===== src/rtl/person_counter_pkg.sv =====
// Shared definitions for the doorway person counter: crossing FSM encoding,
// parameter defaults and two-digit BCD helpers.
package person_counter_pkg;

  localparam int unsigned DEF_DEBOUNCE_CYCLES = 16;
  localparam int unsigned DEF_MAX_COUNT       = 99;
  localparam int unsigned DEF_TIMEOUT_CYCLES  = 1_000_000;

  typedef enum logic [2:0] {
    StIdle      = 3'd0,
    StInA       = 3'd1,
    StInAb      = 3'd2,
    StInB       = 3'd3,
    StOutB      = 3'd4,
    StOutBa     = 3'd5,
    StOutA      = 3'd6,
    StWaitClear = 3'd7
  } cross_state_t;

  typedef struct packed {
    logic [3:0] tens;
    logic [3:0] ones;
  } bcd2_t;

  function automatic logic is_crossing(cross_state_t s);
    return (s != StIdle) && (s != StWaitClear);
  endfunction

  function automatic bcd2_t to_bcd(int unsigned n);
    bcd2_t r;
    r.tens = 4'(n / 10);
    r.ones = 4'(n % 10);
    return r;
  endfunction

  function automatic bcd2_t bcd_inc(bcd2_t v);
    bcd2_t r;
    r = v;
    if (v.ones == 4'd9) begin
      r.ones = 4'd0;
      r.tens = v.tens + 4'd1;
    end else begin
      r.ones = v.ones + 4'd1;
    end
    return r;
  endfunction

  function automatic bcd2_t bcd_dec(bcd2_t v);
    bcd2_t r;
    r = v;
    if (v.ones == 4'd0) begin
      r.ones = 4'd9;
      r.tens = v.tens - 4'd1;
    end else begin
      r.ones = v.ones - 4'd1;
    end
    return r;
  endfunction

endpackage


===== src/rtl/sensor_debounce.sv =====
// Two-flop synchronizer followed by a stability filter: the level output only
// follows the synchronized input after CYCLES consecutive differing samples.
module sensor_debounce #(
  parameter int unsigned CYCLES = 16
) (
  input  logic clk,
  input  logic rst_n,
  input  logic raw,
  output logic level
);

  localparam int unsigned CW = $clog2(CYCLES + 1);
  localparam logic [CW-1:0] LAST = CW'(CYCLES - 1);

  logic          sync1_q, sync2_q;
  logic [CW-1:0] cnt_q;

  always_ff @(posedge clk or negedge rst_n) begin
    if (!rst_n) begin
      sync1_q <= 1'b0;
      sync2_q <= 1'b0;
      cnt_q   <= '0;
      level   <= 1'b0;
    end else begin
      sync1_q <= raw;
      sync2_q <= sync1_q;
      if (sync2_q == level) begin
        cnt_q <= '0;
      end else if (cnt_q == LAST) begin
        level <= sync2_q;
        cnt_q <= '0;
      end else begin
        cnt_q <= cnt_q + 1'b1;
      end
    end
  end

endmodule


===== src/rtl/person_counter.sv =====
// Doorway occupancy counter: two debounced beams drive a crossing FSM that
// increments/decrements a saturating two-digit BCD count.
module person_counter #(
  parameter int unsigned DEBOUNCE_CYCLES = person_counter_pkg::DEF_DEBOUNCE_CYCLES,
  parameter int unsigned MAX_COUNT       = person_counter_pkg::DEF_MAX_COUNT,
  parameter int unsigned TIMEOUT_CYCLES  = person_counter_pkg::DEF_TIMEOUT_CYCLES
) (
  input  logic       Clock,
  input  logic       ResetN,
  input  logic       SensorA,
  input  logic       SensorB,
  input  logic       Clear,
  output logic [3:0] PersonTens,
  output logic [3:0] PersonOnes,
  output logic       Full,
  output logic       Empty,
  output logic       Entered,
  output logic       Exited,
  output logic       Rejected
);
  import person_counter_pkg::*;

  localparam int unsigned   TW       = $clog2(TIMEOUT_CYCLES + 1);
  localparam logic [TW-1:0] TMO_LAST = TW'(TIMEOUT_CYCLES - 1);
  localparam bcd2_t         MAX_BCD  = to_bcd(MAX_COUNT);
  localparam bcd2_t         BCD_ZERO = '0;

  logic          a, b;
  cross_state_t  state_q, state_d, fsm_next;
  logic [TW-1:0] tmo_q, tmo_d;
  bcd2_t         count_q, count_d;
  logic          inc_req, dec_req, ent_d, ext_d, rej_d;

  sensor_debounce #(.CYCLES(DEBOUNCE_CYCLES)) u_deb_a (
    .clk  (Clock),
    .rst_n(ResetN),
    .raw  (SensorA),
    .level(a)
  );

  sensor_debounce #(.CYCLES(DEBOUNCE_CYCLES)) u_deb_b (
    .clk  (Clock),
    .rst_n(ResetN),
    .raw  (SensorB),
    .level(b)
  );

  // Crossing table; the OUT_* states mirror IN_* with the beams swapped.
  always_comb begin
    fsm_next = state_q;
    inc_req  = 1'b0;
    dec_req  = 1'b0;
    unique case (state_q)
      StIdle: begin
        case ({a, b})
          2'b10:   fsm_next = StInA;
          2'b01:   fsm_next = StOutB;
          2'b11:   fsm_next = StWaitClear;
          default: ;
        endcase
      end
      StInA: begin
        case ({a, b})
          2'b11:   fsm_next = StInAb;
          2'b00:   fsm_next = StIdle;
          2'b01:   fsm_next = StWaitClear;
          default: ;
        endcase
      end
      StInAb: begin
        case ({a, b})
          2'b01:   fsm_next = StInB;
          2'b10:   fsm_next = StInA;
          2'b00:   fsm_next = StIdle;
          default: ;
        endcase
      end
      StInB: begin
        case ({a, b})
          2'b00: begin
            fsm_next = StIdle;
            inc_req  = 1'b1;
          end
          2'b11:   fsm_next = StInAb;
          2'b10:   fsm_next = StWaitClear;
          default: ;
        endcase
      end
      StOutB: begin
        case ({a, b})
          2'b11:   fsm_next = StOutBa;
          2'b00:   fsm_next = StIdle;
          2'b10:   fsm_next = StWaitClear;
          default: ;
        endcase
      end
      StOutBa: begin
        case ({a, b})
          2'b10:   fsm_next = StOutA;
          2'b01:   fsm_next = StOutB;
          2'b00:   fsm_next = StIdle;
          default: ;
        endcase
      end
      StOutA: begin
        case ({a, b})
          2'b00: begin
            fsm_next = StIdle;
            dec_req  = 1'b1;
          end
          2'b11:   fsm_next = StOutBa;
          2'b01:   fsm_next = StWaitClear;
          default: ;
        endcase
      end
      StWaitClear: begin
        if ({a, b} == 2'b00) fsm_next = StIdle;
      end
      default: fsm_next = StIdle;
    endcase
  end

  // Clear beats timeout, timeout beats any counting transition.
  always_comb begin
    state_d = fsm_next;
    tmo_d   = '0;
    count_d = count_q;
    ent_d   = 1'b0;
    ext_d   = 1'b0;
    rej_d   = 1'b0;
    if (Clear) begin
      state_d = StWaitClear;
      count_d = BCD_ZERO;
    end else if (is_crossing(state_q) && (tmo_q == TMO_LAST)) begin
      state_d = StWaitClear;
    end else begin
      if (is_crossing(state_q) && is_crossing(fsm_next)) tmo_d = tmo_q + 1'b1;
      if (inc_req) begin
        if (count_q == MAX_BCD) begin
          rej_d = 1'b1;
        end else begin
          count_d = bcd_inc(count_q);
          ent_d   = 1'b1;
        end
      end
      if (dec_req) begin
        if (count_q == BCD_ZERO) begin
          rej_d = 1'b1;
        end else begin
          count_d = bcd_dec(count_q);
          ext_d   = 1'b1;
        end
      end
    end
  end

  always_ff @(posedge Clock or negedge ResetN) begin
    if (!ResetN) begin
      state_q  <= StIdle;
      tmo_q    <= '0;
      count_q  <= BCD_ZERO;
      Full     <= 1'b0;
      Empty    <= 1'b1;
      Entered  <= 1'b0;
      Exited   <= 1'b0;
      Rejected <= 1'b0;
    end else begin
      state_q  <= state_d;
      tmo_q    <= tmo_d;
      count_q  <= count_d;
      Full     <= (count_d == MAX_BCD);
      Empty    <= (count_d == BCD_ZERO);
      Entered  <= ent_d;
      Exited   <= ext_d;
      Rejected <= rej_d;
    end
  end

  assign PersonTens = count_q.tens;
  assign PersonOnes = count_q.ones;

endmodule


===== config.mk =====
export PLATFORM = sky130hd
export DESIGN_NAME = person_counter
export DESIGN_NICKNAME = d
export VERILOG_FILES = /design/src/rtl/person_counter_pkg.sv /design/src/rtl/sensor_debounce.sv /design/src/rtl/person_counter.sv
export SDC_FILE = /design/constraint.sdc
export NUM_CORES = 1
export LEC_CHECK = 0
export ABC_AREA = 1
export CORE_MARGIN = 4
export CORE_UTILIZATION = 40
export DETAILED_ROUTE_END_ITERATION = 8
export HOLD_SLACK_MARGIN = 0.1
export PLACE_DENSITY = 0.66
export SLEW_MARGIN = 20
export SYNTH_ARGS = -nofsm -noshare
export SYNTH_HDL_FRONTEND = slang
export SYNTH_SLANG_ARGS = --single-unit

===== constraint.sdc =====
create_clock -name Clock -period 3.65 [get_ports Clock]
set_clock_uncertainty 0.15 [all_clocks]
set_input_delay 1.095 -clock Clock [delete_from_list [all_inputs] [get_ports Clock]]
set_output_delay 1.095 -clock Clock [all_outputs]
set_load 0.02 [all_outputs]

==> impl_metrics.ini <==
[status]
status = finished, final reports clean

[global_routing]
grt_pass1_wl_microns = 13200
grt_max_degree = 22
grt-ovfl-total = 0
grt_pass1_vias = 2998
grt_usage = 0.154
antenna_found_initial = 0

[worst_setup_path]
cpLargestDelayFamily = buffers and inverters
slowest_delay_ns = 0.68
slowest_stage = clkdlybuf4s50_1
path_depth = 1
cp.arrival_ns = 1.52
reg2reg_depth = 12
crit_path_end_kind = output port
cp-startpoint = PersonOnes[3]
path_class = flip-flop to output port
reg2reg_to = tmo_q[5]
crit_chain = clkdlybuf4s50_1
cp-start-kind = flip-flop
critPathCapture = PersonOnes[3]
ff2ff_setup_slack_ns = 1.15
crit_fanout = 7
critPathBufInv = 1
critical_path_required_ns = 2.40
r2r_start = u_deb_b.level

[timing]
fmax_mhz = 362
slew_violations = 0
rsz0062_at_grt = false
finalCriticalPeriod_ns = 2.76
setup_viol = 0
slew_headroom = 0.666
tightest_slew_ns = 0.502
fin_ws_ns = 0.889
finalHoldViolations = 0
finalCritPeriodShare = 0.756
setup_tns_ns = 0

[yosys]
synth_most_common_cell = nand2_1
synth_cell_type_count = 37
async_flop_share = 1.00
yosys-top-cells-count = nand2_1, nor2_1, inv_1, dfrtp_1, nand3_1
synth_top_cell_by_area = dfrtp_1
synth_area_leaders = dfrtp_1, nand2_1, nor2_1, nand3_1, inv_1
synthFlopType = dfrtp_1
synth_cells = 505
ys_seq_area_frac = 0.359
synth_edf_count = 0
synth_top_area_share = 0.352
synth_warnings = 0
syn_nets = 526
ys_seq_elements = 52
avgSynthCellArea_sq_um = 7.19
synth_area_sq_um = 3630

[place]
io_buffers = 17
dpl_worst_slack_ns = 0.702
hpwlAfterDp_microns = 5860
gp_congestion = 0.922

[min_path]
hold_class = flip-flop to flip-flop

[cts]
cts_hold_buf = 0
clkLatencyLatePin_ns = 0.32
clockBufferDepth = 2
cts-buffers-inserted = 5
htree_levels = 2
cts_tree = built
cts.sinks = 52
cts.repair.resized = 0
cts-root-buf = clkbuf_8
cts_setup_buffers = 0
clk_pin_slew_ns = 0.10

[run]
cap_violations = 0

[routing]
via_count = 3142
wirelength_microns = 7670
dr.pass1.iters = 4
drtAntennaViolNets = 0
drc = 0
vias_per_cell = 4.97
drt_iter0_markers = 150
wl_per_cell_microns = 12.1

[final_layout]
n_antenna_cell = 0
multi_input_area_sq_um = 1980
regArea_sq_um = 1300
filler_cell_count = 912
drive_gt1_frac = 0.143
fin_nets = 544
area_growth_pct = 9.07

[floorplanning]
die_h_microns = 103
core-area_sq_um = 8760
ioPinCount = 18
die_width_microns = 103
dieArea_sq_um = 10700
start_util = 0.414
num_rows = 34

[power]
peakVddDrop_v = 0.000144
power_density_nw_per_um2 = 283
p_leak_nw = 1.97
[logic make-up after synthesis]
logic type	Yosys count	share of synthesized area
adder cells (fa/ha/maj)	16	0.0552
AO/OA/AOI/OAI	28	0.0455
AND/OR/NAND/NOR	318	0.418
buffers and inverters	80	0.0959
flip-flops	52	0.359
XOR/XNOR	11	0.0266
[how the worst min path moves through the flow]
stage                                from  cells after the start              end
after floorplan           u_deb_a.sync1_q                      0  u_deb_a.sync2_q
after global placement    u_deb_b.sync1_q                      0  u_deb_b.sync2_q
after detailed placement  u_deb_b.sync1_q                      0  u_deb_b.sync2_q
after CTS                 u_deb_b.sync1_q                      0  u_deb_b.sync2_q
after global routing      u_deb_b.sync1_q                      0  u_deb_b.sync2_q
final                     u_deb_b.sync1_q                      0  u_deb_b.sync2_q
[layout make-up]
cell class / count / share of cell area
Multi-Input combinational cell: 373 / 0.500
Sequential cell: 52 / 0.329
Timing Repair Buffer: 20 / 0.0474
Tap cell: 108 / 0.0341
Clock buffer: 6 / 0.0183
Inverter: 71 / 0.0680
Clock inverter: 2 / 0.00316
[routing by layer]
| layer | vias to the layer above | part of all wire | global-route usage | wire, microns |
|---|---|---|---|---|
| met4 | 0 | 0.013 | 0.0438 | 100 |
| met1 | 1458 | 0.47 | 0.210 | 3600 |
| li1 | 1607 | - | - | - |
| met2 | 64 | 0.48 | 0.251 | 3660 |
| met5 | - | 0 | 0 | 0 |
| met3 | 13 | 0.041 | 0.0275 | 315 |
[stage by stage]
stage                     power [mW]  utilization  hold WS (ns)  std cells  area, sq um
final                           1.12        0.452         0.204        632         3960
after global routing            1.18        0.452         0.227        632         3960
after CTS                       1.14        0.452         0.208        632         3960
after detailed placement       0.797        0.442         0.187        624         3870
after global placement         0.792        0.442         0.184        624         3870
after floorplan                0.741            -         0.181        505         3630
[report_power, final]
part / internal (mW) / switching, mW
Clock: 0.135 / 0.201
Sequential: 0.596 / 0.0216
Combinational: 0.0593 / 0.107
Total: 0.790 / 0.330
[worst register-to-register path: stages (launching register included)]
cell	delay [ns]
dfrtp_1	0.45
inv_1	0.15
ha_1	0.34
inv_2	0.14
nand2_1	0.12
o21ai_1	0.07
nor3_1	0.22
nand3_1	0.17
inv_2	0.08
nand2_1	0.05
nand3_1	0.06
buf_4	0.28
nor2_1	0.09
[state kept, by name (all words and copies together), names as in the netlist]
register and cells:
Empty 1, Entered 1, Exited 1, Full 1
PersonOnes 4, PersonTens 4, Rejected 1, state_q 3
tmo_q 20, u_deb_a.cnt_q 5, u_deb_a.level 1, u_deb_a.sync1_q 1
u_deb_a.sync2_q 1, u_deb_b.cnt_q 5, u_deb_b.level 1, u_deb_b.sync1_q 1
u_deb_b.sync2_q 1
[cells in the final DEF (no fill, tap or decap), types with 2 or more instances in the layout]
cell type	count
nand2_2	5
xnor2_1	3
nor2_2	17
o21ai_1	4
nand2_1	126
inv_1	57
ha_1	16
nand3_1	45
clkbuf_8	5
and3_1	2
clkdlybuf4s50_1	16
nand2_4	5
nand4_1	9
nor2_1	79
a21oi_1	8
nor3_1	8
nor2_4	5
o21ai_0	10
inv_2	13
xor2_1	8
or2_2	5
dfrtp_1	51
buf_4	3
nand3_2	7
No activity file was read; power rests on OpenSTA's default activity.
